===== config.mk =====
export PLATFORM = sky130hd
export DESIGN_NAME = clock_time_controller
export DESIGN_NICKNAME = d
export VERILOG_FILES = /design/src/rtl/clock_time_controller.sv
export SDC_FILE = /design/constraint.sdc
export NUM_CORES = 1
export LEC_CHECK = 0
export BUFFER_PORTS_ARGS = -buffer_cell sky130_fd_sc_hd__buf_2
export CORE_MARGIN = 8
export CORE_UTILIZATION = 30
export CTS_BUF_LIST = sky130_fd_sc_hd__clkbuf_8 sky130_fd_sc_hd__clkbuf_16
export CTS_CLUSTER_DIAMETER = 50
export DETAILED_ROUTE_END_ITERATION = 16
export GPL_TIMING_DRIVEN = 1
export PLACE_DENSITY = 0.56
export SYNTH_ARGS = -nofsm -noshare
export SYNTH_HDL_FRONTEND = slang
export SYNTH_SLANG_ARGS = --single-unit

===== constraint.sdc =====
create_clock -name M_CLOCK -period 7.79 [get_ports M_CLOCK]
set_input_delay 0 -clock M_CLOCK [delete_from_list [all_inputs] [get_ports M_CLOCK]]
set_output_delay 0 -clock M_CLOCK [all_outputs]
set_load 0.02 [all_outputs]

===== src/rtl/clock_time_controller.sv =====
// HH:MM:SS timekeeper with RUN/SET_HR/SET_MIN button sequencing and BCD display
// mapping (12h/24h, blink blanking, colon) for the seven-segment scan driver.
module clock_time_controller #(
  parameter int CLKS_PER_HALFSEC = 25000000
) (
  input  logic       M_CLOCK,
  input  logic       M_RESET,
  input  logic       btn_mode,
  input  logic       btn_up,
  input  logic       btn_down,
  input  logic       fmt_12h,
  output logic [3:0] hour_tens,
  output logic [3:0] hour_ones,
  output logic [3:0] min_tens,
  output logic [3:0] min_ones,
  output logic [3:0] digit_blank,
  output logic       colon,
  output logic       pm,
  output logic       sec_tick
);

  // state     | meaning
  // S_RUN     | time advances on each second pulse
  // S_SET_HR  | up/down adjust hours, seconds frozen, hour digits blink
  // S_SET_MIN | up/down adjust minutes, seconds frozen, minute digits blink
  typedef enum logic [1:0] {S_RUN, S_SET_HR, S_SET_MIN} state_t;

  localparam int HSW = (CLKS_PER_HALFSEC > 1) ? $clog2(CLKS_PER_HALFSEC) : 1;
  localparam logic [HSW-1:0] HS_LAST = HSW'(CLKS_PER_HALFSEC - 1);

  state_t         r_state, w_state_nxt;
  logic [4:0]     r_hours, w_hours_nxt;
  logic [5:0]     r_min, w_min_nxt;
  logic [5:0]     r_sec, w_sec_nxt;
  logic [HSW-1:0] r_hs_cnt;
  logic           r_phase;
  logic           r_mode_prev, r_up_prev, r_down_prev;
  logic           w_restart, w_tick_nxt;

  logic w_hs_wrap, w_sec_pulse, w_mode_e, w_up_e, w_down_e, w_up, w_down;

  assign w_hs_wrap   = (r_hs_cnt == HS_LAST);
  assign w_sec_pulse = w_hs_wrap & r_phase;
  assign w_mode_e    = btn_mode & ~r_mode_prev;
  assign w_up_e      = btn_up & ~r_up_prev;
  assign w_down_e    = btn_down & ~r_down_prev;
  // Mode beats up/down, and opposing edges cancel.
  assign w_up        = w_up_e & ~w_down_e & ~w_mode_e;
  assign w_down      = w_down_e & ~w_up_e & ~w_mode_e;

  always_ff @(posedge M_CLOCK) begin
    if (M_RESET) r_state <= S_RUN;
    else         r_state <= w_state_nxt;
  end

  always_comb begin
    w_state_nxt = r_state;
    w_hours_nxt = r_hours;
    w_min_nxt   = r_min;
    w_sec_nxt   = r_sec;
    w_restart   = 1'b0;
    w_tick_nxt  = 1'b0;
    case (r_state)
      S_RUN: begin
        if (w_mode_e) w_state_nxt = S_SET_HR;
        if (w_sec_pulse) begin
          w_tick_nxt = 1'b1;
          if (r_sec == 6'd59) begin
            w_sec_nxt = 6'd0;
            if (r_min == 6'd59) begin
              w_min_nxt   = 6'd0;
              w_hours_nxt = (r_hours == 5'd23) ? 5'd0 : r_hours + 5'd1;
            end else begin
              w_min_nxt = r_min + 6'd1;
            end
          end else begin
            w_sec_nxt = r_sec + 6'd1;
          end
        end
      end
      S_SET_HR: begin
        if (w_mode_e)    w_state_nxt = S_SET_MIN;
        else if (w_up)   w_hours_nxt = (r_hours == 5'd23) ? 5'd0 : r_hours + 5'd1;
        else if (w_down) w_hours_nxt = (r_hours == 5'd0) ? 5'd23 : r_hours - 5'd1;
      end
      S_SET_MIN: begin
        if (w_mode_e) begin
          w_state_nxt = S_RUN;
          w_sec_nxt   = 6'd0;
          w_restart   = 1'b1;
        end else if (w_up) begin
          w_min_nxt = (r_min == 6'd59) ? 6'd0 : r_min + 6'd1;
        end else if (w_down) begin
          w_min_nxt = (r_min == 6'd0) ? 6'd59 : r_min - 6'd1;
        end
      end
      default: w_state_nxt = S_RUN;
    endcase
  end

  function automatic logic [7:0] to_bcd(input logic [5:0] v);
    to_bcd = {4'(v / 6'd10), 4'(v % 6'd10)};
  endfunction

  logic [4:0] w_disp_hr;
  logic [7:0] w_hr_bcd, w_min_bcd;
  logic [3:0] w_blank;
  logic       w_colon, w_pm;

  always_comb begin
    w_disp_hr = r_hours;
    if (fmt_12h) begin
      if (r_hours == 5'd0)      w_disp_hr = 5'd12;
      else if (r_hours > 5'd12) w_disp_hr = r_hours - 5'd12;
    end
  end

  assign w_hr_bcd  = to_bcd({1'b0, w_disp_hr});
  assign w_min_bcd = to_bcd(r_min);
  assign w_pm      = fmt_12h & (r_hours >= 5'd12);
  assign w_colon   = (r_state == S_RUN) ? ~r_phase : 1'b1;
  assign w_blank[3] = (fmt_12h & (w_hr_bcd[7:4] == 4'd0)) | ((r_state == S_SET_HR) & r_phase);
  assign w_blank[2] = (r_state == S_SET_HR) & r_phase;
  assign w_blank[1] = (r_state == S_SET_MIN) & r_phase;
  assign w_blank[0] = (r_state == S_SET_MIN) & r_phase;

  always_ff @(posedge M_CLOCK) begin
    if (M_RESET) begin
      r_hours     <= 5'd0;
      r_min       <= 6'd0;
      r_sec       <= 6'd0;
      r_hs_cnt    <= '0;
      r_phase     <= 1'b0;
      // Load current levels so a button held through reset yields no edge.
      r_mode_prev <= btn_mode;
      r_up_prev   <= btn_up;
      r_down_prev <= btn_down;
      hour_tens   <= 4'd0;
      hour_ones   <= 4'd0;
      min_tens    <= 4'd0;
      min_ones    <= 4'd0;
      digit_blank <= 4'd0;
      colon       <= 1'b0;
      pm          <= 1'b0;
      sec_tick    <= 1'b0;
    end else begin
      r_hours     <= w_hours_nxt;
      r_min       <= w_min_nxt;
      r_sec       <= w_sec_nxt;
      r_mode_prev <= btn_mode;
      r_up_prev   <= btn_up;
      r_down_prev <= btn_down;
      if (w_restart) begin
        r_hs_cnt <= '0;
        r_phase  <= 1'b0;
      end else if (w_hs_wrap) begin
        r_hs_cnt <= '0;
        r_phase  <= ~r_phase;
      end else begin
        r_hs_cnt <= r_hs_cnt + 1'b1;
      end
      hour_tens   <= w_hr_bcd[7:4];
      hour_ones   <= w_hr_bcd[3:0];
      min_tens    <= w_min_bcd[7:4];
      min_ones    <= w_min_bcd[3:0];
      digit_blank <= w_blank;
      colon       <= w_colon;
      pm          <= w_pm;
      sec_tick    <= w_tick_nxt;
    end
  end

endmodule


==> metrics.md, run 1 <==
| Metric | Value |
|---|---|
| Mux share of post-synthesis cell area | `1.38%` |
| Cell Chain, Critical Path | `inv_1, ha_1, and3b_1, o21a_1, nor3_1, a21oi_1, ha_1, or4_1, o31ai_1` |
| Synth Area in Simple Gates | `26.4%` |
| Final Critical Period | `3.02 ns` |
| Clock transition at the registers of the reported paths | `0.05 ns` |
| DP Cell Count | `628` |
| CTS tree | `built` |
| Req. time, crit path | `8.02 ns` |
| Max Cap Viol | `0` |
| Post-DP HPWL | `5.83 mm` |
| Status | `finished clean` |
| Syn avg cell area | `8.17 µm²` |
| Synth Area in Compound Gates | `18.7%` |
| Drt via density | `4.94` |
| Crit-path slowest cell | `nor3_1` |
| Initial Util | `30.8%` |
| Layout area overhead | `15.0%` |
| Core Util, Final | `35.4%` |
| Final Cycle Share | `38.8%` |
| Worst-Skew Late Latency | `0.32 ns` |
| Final cell count without fillers | `648` |
| Worst slew margin | `23.9%` |
| Synth Area in Adders | `6.07%` |
| Worst-path maximum fanout | `8` |
| Largest net degree at the start of global routing | `37` |
| Most used cell, CP | `ha_1` |
| Clock Skews | `0.00533 ns` |
| DR vias | `3,202` |
| Slew Limit Fails | `0` |
| Worst-margin pin slew | `1.13 ns` |
| Drt wl/cell | `12.4 µm` |
| Final hold violation count | `0` |
| PortBufs | `25` |
| Initial antenna violation count | `0` |
| Most frequent cells in the layout | `67 x dfxtp_1, 64 x nor2_1, 28 x nand2_1, 26 x a21oi_1, 25 x buf_2` |
| Share of synthesized flip-flops with an asynchronous set or reset | `0%` |
| IO Count | `29` |
| Yosys warning total | `0` |
| #FFs+latches synth | `67` |
| Clock sinks | `67` |
| Power density over the cells | `181 mW/mm²` |
| Core Box Area | `0.0121 mm²` |
| Reg-to-Reg End | `hour_ones[3]` |
| Leak | `1.60 nW` |
| Setup TNS | `0 ns` |
| Die Y | `127 µm` |
| Reg-to-reg startpoint | `r_hours[2]` |
| Bufs and invs on worst path | `1` |
| Post-CTS Setup Inserts | `0` |
| Post-synthesis sequential area ratio | `36.2%` |
| Post-Route WL | `8.03 mm` |
| Critical path type | `reg -> reg` |
| Total Nets Final | `499` |
| Diodes inserted | `0` |
| Critical Path AT | `3.25 ns` |
| Num rows | `40` |
| Commonest non-fill, non-tap cell in the layout | `dfxtp_1` |
| Share of layout cells above drive strength 1 | `11.5%` |
| Worst ir drop on vdd | `0.0000946 V` |
| XOR/XNOR share of the synthesized area | `6.61%` |
| Global-route wire length before repair | `13.9 mm` |
| Setup violators final | `0` |
| Initial detailed-routing violation count | `191` |
| PnR Total Power | `0.773 mW` |
| CTS Root Buffer Type | `clkbuf_16` |
| Vias in the first global route | `3,022` |
| Crit path largest cell delay | `0.55 ns` |
| End of the worst hold path | `min_tens[1]` |
| CTS Buf Count | `9` |
| Crit. End Element | `flop` |
| Worst hold path cell count | `2` |
| CP delay by family, top | `simple AND/OR/NAND/NOR gates` |
| Final ANT Viol Nets | `0` |
| Hold Crit Class | `in -> reg` |
| Post-synth EDFFs | `0` |
| Synth cell types | `64` |
| F_max | `331 MHz` |
| Grt total ovfl | `0` |
| RSZ-0062 raised after global routing | `no` |
| Drt drc | `0` |
| GR Util All Layers | `10.3%` |
| Most used flip-flop cell after synthesis | `dfxtp_1` |
| Drt pass-1 iters | `6` |
| Largest family of logic cells by synthesized area | `simple AND/OR/NAND/NOR gates` |
| CP startpoint kind | `flop` |
| Worst reg2reg setup slack | `4.77 ns` |
| H-Tree Depth | `3` |
| Cells after Synth | `454` |
| Die ar. | `0.0162 mm²` |
| RePlAce Congestion | `0.807` |
| Synth Cell Area | `0.00371 mm²` |
| Die extent in x | `127 µm` |
| HP Start | `M_RESET` |
| Worst r2r path cells | `9` |
| Clock Tree Buf Depth | `2` |
worst reg2reg max path, cell delays in order (launching register included):
cell,delay [ns]
dfxtp_1,0.44
inv_1,0.19
ha_1,0.29
and3b_1,0.24
o21a_1,0.24
nor3_1,0.55
a21oi_1,0.17
ha_1,0.21
or4_1,0.52
o31ai_1,0.08
synth_stat cells (4+ instances only):
cell type,n,area [µm²]
a211oi_1,10,75.1
a21oi_1,26,130
a22oi_1,4,30.0
a31oi_1,4,25.0
buf_4,4,30.0
clkbuf_1,15,56.3
dfxtp_1,67,1340
ha_1,18,225
inv_1,17,63.8
mux2i_1,4,40.0
nand2_1,28,105
nand2b_1,11,68.8
nand3_1,21,105
nand4_1,7,43.8
nor2_1,64,240
nor2b_1,12,75.1
nor3_1,15,75.1
o21ai_0,24,120
o31ai_1,5,37.5
or2_2,4,25.0
or3_1,5,31.3
xnor2_1,15,131
xor2_1,13,114
cells by family (layout without fill, tap and decap cells):
logic type                 after synthesis  after routing
DFF                                     67             67
AOI/OAI and AO/OA                      105            105
buffers and inverters                   39             63
adders and majority gates               18             18
and+or+nand+nor                        191            191
other                                    1              3
muxes                                    5              5
xor gates and xnor gates                28             28
cell type report:
type                       instances  area [µm²]
clock buffer                      11         253
clock inverter                     5        21.3
fill                            1248        7790
inverter                          17        63.8
multi-input combinational        350        2200
sequential                        67        1340
tap                              168         210
timing repair buffer              30         173
metrics by stage:
step	setup slack [ns]	hold slack, ns	instance area (µm²)
2_1_floorplan	5.16	0.0277	3720
3_3_place_gp	4.97	0.116	3950
3_5_place_dp	4.83	0.118	3950
4_1_cts	4.79	0.200	4270
5_1_grt	4.49	0.243	4270
6_report	4.77	0.204	4270
metal layers:
layer,share of wire [%],GRT usage [%],up-vias,routed length (µm)
met2,46,17.2,63,3710
met4,1.6,3.15,0,131
met3,5.9,4.12,16,472
met1,46,11.9,1474,3710
li1,-,-,1649,-
met5,0,0,-,0
where the power goes:
part | leakage (nW) | switching [mW] | internal, mW | total (mW)
Sequential | 0.543 | 0.00433 | 0.350 | 0.354
Combinational | 0.903 | 0.0361 | 0.0213 | 0.0574
Clock | 0.149 | 0.134 | 0.228 | 0.362
sequential cells by signal, summed over array words and instances, names as in the netlist, 2 cells and up:
register and cells:
hour_ones 4, r_min 6, digit_blank 3, r_state 2
min_tens 3, r_sec 6, r_hs_cnt 25, min_ones 4
r_hours 5, hour_tens 2
how the worst max path moves through the flow:
stage / start / endpoint / slack [ns] / depth (start not counted)
floorplan: r_hours[2] / hour_ones[3] / 5.16 / 9
CTS: r_hours[2] / hour_ones[3] / 4.79 / 9
global placement: r_hours[2] / hour_ones[3] / 4.97 / 9
finish: r_hours[2] / hour_ones[3] / 4.77 / 9
global route: r_hours[2] / hour_ones[3] / 4.49 / 9
detailed placement: r_hours[2] / hour_ones[3] / 4.83 / 9
what timing repair did:
action | 4_1_cts | 5_1_grt
hold endpoints to repair | 4 | 0
hold buffers | 4 | 0
gates resized for setup | 0 | 0
Power figures use the tool's default switching activity.
==> inputs of run 2 (changes only) <==
==> constraint.sdc (replaced) <==
create_clock -name M_CLOCK -period 2.95 [get_ports M_CLOCK]
set_input_delay 0 -clock M_CLOCK [delete_from_list [all_inputs] [get_ports M_CLOCK]]
set_output_delay 0 -clock M_CLOCK [all_outputs]
set_load 0.02 [all_outputs]
==> run 2 against run 1 <==
Against the previous run:
- hold slack improved by 0.0012 ns
- critical path depth unchanged
- die area is the same
- clock-buffer cell count shrank 1
- critical path type unchanged
- largest cell class unchanged
- largest power group unchanged
==> metrics.md, run 2 (same netlist as run 1, synthesis figures left out) <==
| Metric | Value |
|---|---|
| Met2 usage | `17.2%` |
| Crit-path slowest cell | `or4_1` |
| Status | `finished clean` |
| Clock sinks | `67` |
| Final Critical Period | `2.64 ns` |
| Grt total ovfl | `0` |
| Worst hold path cell count | `2` |
| Global-route wire length before repair | `14.1 mm` |
| Worst-path maximum fanout | `8` |
| Die ar. | `0.0162 mm²` |
| Clock Skews | `0.00320 ns` |
| Worst-Skew Late Latency | `0.33 ns` |
| Final Cell Area | `0.00430 mm²` |
| F_max | `379 MHz` |
| Clock Tree Buf Depth | `2` |
| Clock transition at the registers of the reported paths | `0.05 ns` |
| Slew Limit Fails | `0` |
| Worst ir drop on vdd | `0.000252 V` |
| Number of flip-flops under the largest register name | `25` |
| PnR Total Power | `2.12 mW` |
| CP startpoint kind | `flop` |
| Die extent in x | `127 µm` |
| Drt wl/cell | `12.5 µm` |
| CTS Buf Count | `9` |
| M1 GR Usage | `12.5%` |
| Num rows | `40` |
| Final ANT Viol Nets | `0` |
| Max Cap Viol | `0` |
| Die Y | `127 µm` |
| Final Cycle Share | `89.3%` |
| CTS tree | `built` |
| Total Nets Final | `502` |
| Vias in the first global route | `3,042` |
| Reg-to-Reg End | `hour_ones[3]` |
| Core Box Area | `0.0121 mm²` |
| Setup violators final | `0` |
| Final hold violation count | `0` |
| Layout area overhead | `16.0%` |
| Post-CTS sizing | `0` |
| PortBufs | `25` |
| Crit path largest cell delay | `0.52 ns` |
| Drt via density | `4.95` |
| Power density over the cells | `494 mW/mm²` |
| Fillers | `1,264` |
| Global-route met3 utilization | `3.62%` |
| Drt pass-1 iters | `4` |
| Worst r2r path cells | `9` |
| Share of layout cells above drive strength 1 | `11.8%` |
| Regs by FF count | `r_hs_cnt (25), r_min (6), r_sec (6)` |
| Largest net degree at the start of global routing | `37` |
| HP Start | `M_RESET` |
| Hold Crit Class | `in -> reg` |
| Leak | `1.62 nW` |
| Most frequent cells in the layout | `67 x dfxtp_1, 64 x nor2_1, 28 x nand2_1, 26 x a21oi_1, 25 x buf_2` |
| Post-Route WL | `8.16 mm` |
| RePlAce Congestion | `0.819` |
| GR Util All Layers | `10.5%` |
| Critical path type | `reg -> reg` |
| Worst-margin pin slew | `0.996 ns` |
| Placed cell area | `0.00398 mm²` |
| Initial Util | `30.8%` |
| Crit. End Element | `flop` |
| Initial antenna violation count | `0` |
| Drt drc | `0` |
| CTS Root Buffer Type | `clkbuf_16` |
| DR vias | `3,221` |
| Biggest register | `r_hs_cnt` |
| Initial detailed-routing violation count | `270` |
| Worst slew margin | `33.0%` |
| H-Tree Depth | `3` |
| Cell Chain, Critical Path | `inv_1, ha_1, a21oi_1, a22oi_1, nor3_1, a21oi_1, ha_1, or4_1, o31ai_1` |
| IO Count | `29` |
| End of the worst hold path | `sec_tick` |
| Reg-to-reg startpoint | `r_hours[2]` |
| RSZ-0062 raised after global routing | `no` |
| Setup TNS | `0 ns` |
| Core Util, Final | `35.7%` |
| Commonest non-fill, non-tap cell in the layout | `dfxtp_1` |
| Worst reg2reg setup slack | `0.31 ns` |
| Busiest layer in global routing | `met2` |
| Diodes inserted | `0` |
| Critical Path AT | `2.88 ns` |
| Req. time, crit path | `3.19 ns` |
| Post-DP HPWL | `5.78 mm` |
-- run 2: cell types whose count changed in the layout (fill, tap and decap cells not counted) --
cell,change
buf_4,+3
bufinv_16,+1
clkbuf_8,-1
clkinv_2,-1
inv_1,+1
-- run 2: power by group --
group	internal, mW	leakage (nW)	switching, mW	total (mW)
Clock	0.663	0.157	0.375	1.04
Combinational	0.0564	0.918	0.0955	0.152
Sequential	0.923	0.543	0.0118	0.935
Total	1.64	1.62	0.482	2.12
-- run 2: stage by stage --
| step | instances | setup slack [ns] | hold slack, ns |
|---|---|---|---|
| after floorplan | 456 | 0.319 | 0.0277 |
| after global placement | 631 | 0.420 | 0.116 |
| after detailed placement | 631 | 0.374 | 0.118 |
| after CTS | 651 | 0.345 | 0.186 |
| after global routing | 651 | 0.0949 | 0.233 |
| final | 651 | 0.315 | 0.205 |
-- run 2: routing by layer --
layer  vias to the layer above  routed length, µm  part of all wire, %
met5                         -                  0                    0
met2                        64               3760                   46
li1                       1650                  -                    -
met1                      1497               3820                   47
met4                         0                130                  1.6
met3                        10                450                  5.5
-- run 2: critical path: cells and delay by family, from the launching register on --
family,cells,cell delay [ns]
simple gates,2,0.76
compound gates,4,0.66
fa+ha+maj,2,0.50
flops,1,0.44
buf+inv,1,0.19
-- run 2: worst max path at each step --
stage,cells after the start,startpoint,end,slack [ns]
after floorplan,9,r_hours[2],hour_ones[3],0.32
after global placement,9,r_hours[2],hour_ones[3],0.42
final,9,r_hours[2],hour_ones[3],0.31
after detailed placement,9,r_hours[2],hour_ones[3],0.37
after CTS,9,r_hours[2],hour_ones[3],0.34
after global routing,11,r_hours[2],hour_ones[2],0.09
-- run 2: repair_timing --
action / CTS / global route
endpoints found under the hold margin: 4 / 0
hold buffers: 4 / 0
setup buffers: 0 / 0
-- run 2: layout make-up --
cell class / count / area (µm²) / share of cell area (%)
Inverter: 17 / 63.8 / 1.48
Tap cell: 168 / 210 / 4.88
Timing Repair Buffer: 33 / 195 / 4.53
Clock inverter: 6 / 50.0 / 1.16
Sequential cell: 67 / 1340 / 31.2
Clock buffer: 10 / 239 / 5.55
Multi-Input combinational cell: 350 / 2200 / 51.2
==> inputs of run 3 (changes only) <==
--- a/config.mk
+++ b/config.mk
@@ -5,7 +5,9 @@
 export SDC_FILE = /design/constraint.sdc
 export NUM_CORES = 1
 export LEC_CHECK = 0
+export ABC_CLOCK_PERIOD_IN_PS = 2950
 export BUFFER_PORTS_ARGS = -buffer_cell sky130_fd_sc_hd__buf_2
+export CORE_ASPECT_RATIO = 0.8
 export CORE_MARGIN = 8
 export CORE_UTILIZATION = 30
 export CTS_BUF_LIST = sky130_fd_sc_hd__clkbuf_8 sky130_fd_sc_hd__clkbuf_16
==> run 3 against run 2 <==
Against the previous run:
- core utilization fell by 0.28 points
- hold slack got worse by 0.029 ns
- register-to-register slack barely moved
- global-route usage rose by 0.40 points
- first-iteration DRC count fell by 16%
- total power fell by 1.3%
- cell count fell by 2.3%
- critical path type unchanged
- largest power group unchanged
- highest routed layer unchanged
==> metrics.md, run 3 (same netlist as run 1, synthesis figures left out) <==
| Metric | Value |
|---|---|
| Status | `finished clean` |
| Commonest non-fill, non-tap cell in the layout | `dfxtp_1` |
| Worst slew margin | `31.7%` |
| Met3 Wirelength | `367 µm` |
| Core Util, Final | `35.4%` |
| Final Critical Period | `2.63 ns` |
| Clock transition at the registers of the reported paths | `0.05 ns` |
| Worst reg2reg setup slack | `0.32 ns` |
| DP Cell Count | `617` |
| Die ar. | `0.0162 mm²` |
| Hold Slack | `0.177 ns` |
| Regs by FF count | `r_hs_cnt (25), r_min (6), r_sec (6)` |
| Sw frac | `23.4%` |
| Setup TNS | `0 ns` |
| Clock Tree Buf Depth | `2` |
| Share of layout cells above drive strength 1 | `12.6%` |
| Total Nets Final | `504` |
| Final Cell Area | `0.00429 mm²` |
| Grt total ovfl | `0` |
| Req. time, crit path | `3.19 ns` |
| Flop pwr share | `44.6%` |
| RSZ-0062 raised after global routing | `no` |
| DR vias | `3,214` |
| H-Tree Depth | `3` |
| Global-route wire length before repair | `14.6 mm` |
| Slew Limit Fails | `0` |
| Clock sinks | `67` |
| Placed cell area | `0.00397 mm²` |
| Final Cycle Share | `89.3%` |
| Drt pass-1 iters | `4` |
| CTS tree | `built` |
| DP Worst Slack | `0.361 ns` |
| Critical Path AT | `2.88 ns` |
| WL met2 | `3.62 mm` |
| Cell Chain, Critical Path | `inv_1, ha_1, and3b_1, o21a_1, nor3_1, a21oi_1, ha_1, or4_1, o31ai_1` |
| Final hold violation count | `0` |
| DR top layer | `met4` |
| Die Y | `115 µm` |
| PnR Total Power | `2.10 mW` |
| IO Count | `29` |
| Worst ir drop on vdd | `0.000252 V` |
| Final cell count without fillers | `636` |
| Crit-path slowest cell | `or4_1` |
| Largest net degree at the start of global routing | `36` |
| CP startpoint kind | `flop` |
| Clock Skews | `0.00788 ns` |
| Net switching power | `0.490 mW` |
| Core Box Area | `0.0121 mm²` |
| Num rows | `36` |
| Biggest register | `r_hs_cnt` |
| PortBufs | `25` |
| Initial Util | `30.6%` |
| Drt wl/cell | `13.2 µm` |
| Initial detailed-routing violation count | `228` |
| Met1 wire length | `4.30 mm` |
| Most frequent cells in the layout | `67 x dfxtp_1, 64 x nor2_1, 28 x nand2_1, 26 x a21oi_1, 25 x buf_2` |
| Setup violators final | `0` |
| Worst-path maximum fanout | `8` |
| F_max | `380 MHz` |
| Diodes inserted | `0` |
| Worst-Skew Late Latency | `0.34 ns` |
| CTS Buf Count | `9` |
| Vias in the first global route | `3,053` |
| Final ANT Viol Nets | `0` |
| Drt via density | `5.05` |
| Crit. End Element | `flop` |
| Initial antenna violation count | `0` |
| CTS Root Buffer Type | `clkbuf_16` |
| Fillers | `1,248` |
| Gate power share | `7.4%` |
| Leak | `1.62 nW` |
| Power density over the cells | `489 mW/mm²` |
| Register Area | `0.00134 mm²` |
| RePlAce Congestion | `0.819` |
| Clock power share | `48.0%` |
| Die extent in x | `140 µm` |
| Setup WS post-layout | `0.316 ns` |
| Hold Crit Class | `in -> reg` |
| Multi-input gate area | `0.00220 mm²` |
| Total internal power | `1.61 mW` |
| Drt drc | `0` |
| Most used cell, CP | `ha_1` |
| Post-DP HPWL | `5.98 mm` |
| Max Cap Viol | `0` |
| GR Util All Layers | `10.9%` |
| Post-Route WL | `8.39 mm` |
| Crit path largest cell delay | `0.51 ns` |
| Critical path type | `reg -> reg` |
| Worst-margin pin slew | `1.02 ns` |
| Number of flip-flops under the largest register name | `25` |
| Layout area overhead | `15.6%` |
## run 3: changes by cell type in the layout (fill, tap and decap cells not counted)
cell	before	now
buf_4	4	6
inv_1	21	18
bufinv_16	1	0
clkbuf_8	1	3
clkinv_2	1	2
## run 3: what timing repair did
item | 4_1_cts | 5_1_grt
setup buffers | 0 | 0
hold endpoints to repair | 5 | 0
gates resized for setup | 0 | 0
setup endpoints to repair | 0 | 0
hold buffers | 4 | 0
## run 3: worst max-delay path: cells and delay by family, from the launching register on
kind / cells / cell delay, ns
buffers and inverters: 1 / 0.20
flip-flops: 1 / 0.44
AO/OA/AOI/OAI: 3 / 0.41
adder cells (fa/ha/maj): 2 / 0.50
AND/OR/NAND/NOR: 3 / 0.98
## run 3: path summary, 6_finish.rpt
kind	from	to	depth (start not counted)
worst max-delay path	r_hours[2]	hour_ones[3]	9
worst min-delay path	M_RESET	min_ones[0]	3
worst max register to register	r_hours[2]	hour_ones[3]	9
worst min register to register	r_hs_cnt[0]	r_hs_cnt[0]	1
## run 3: metal layers
metal | global-route usage, % | vias up
li1 | - | 1664
met1 | 14.0 | 1496
met2 | 16.8 | 44
met3 | 3.62 | 10
met4 | 4.04 | 0
met5 | 0 | -
## run 3: power groups by stage
stage	combinational, mW	sequential (mW)	clock (mW)
after floorplan	0.108	0.961	0
after global placement	0.148	0.953	0
after detailed placement	0.149	0.954	0
after CTS	0.155	0.934	1.03
after global routing	0.173	0.937	1.07
final	0.155	0.934	1.01
## run 3: layout make-up
| cell class | count | area share, % |
|---|---|---|
| Clock buffer | 12 | 6.21 |
| Inverter | 17 | 1.49 |
| Timing Repair Buffer | 35 | 4.90 |
| Multi-Input combinational cell | 350 | 51.4 |
| Sequential cell | 67 | 31.3 |
| Tap cell | 152 | 4.43 |
| Clock inverter | 3 | 0.321 |
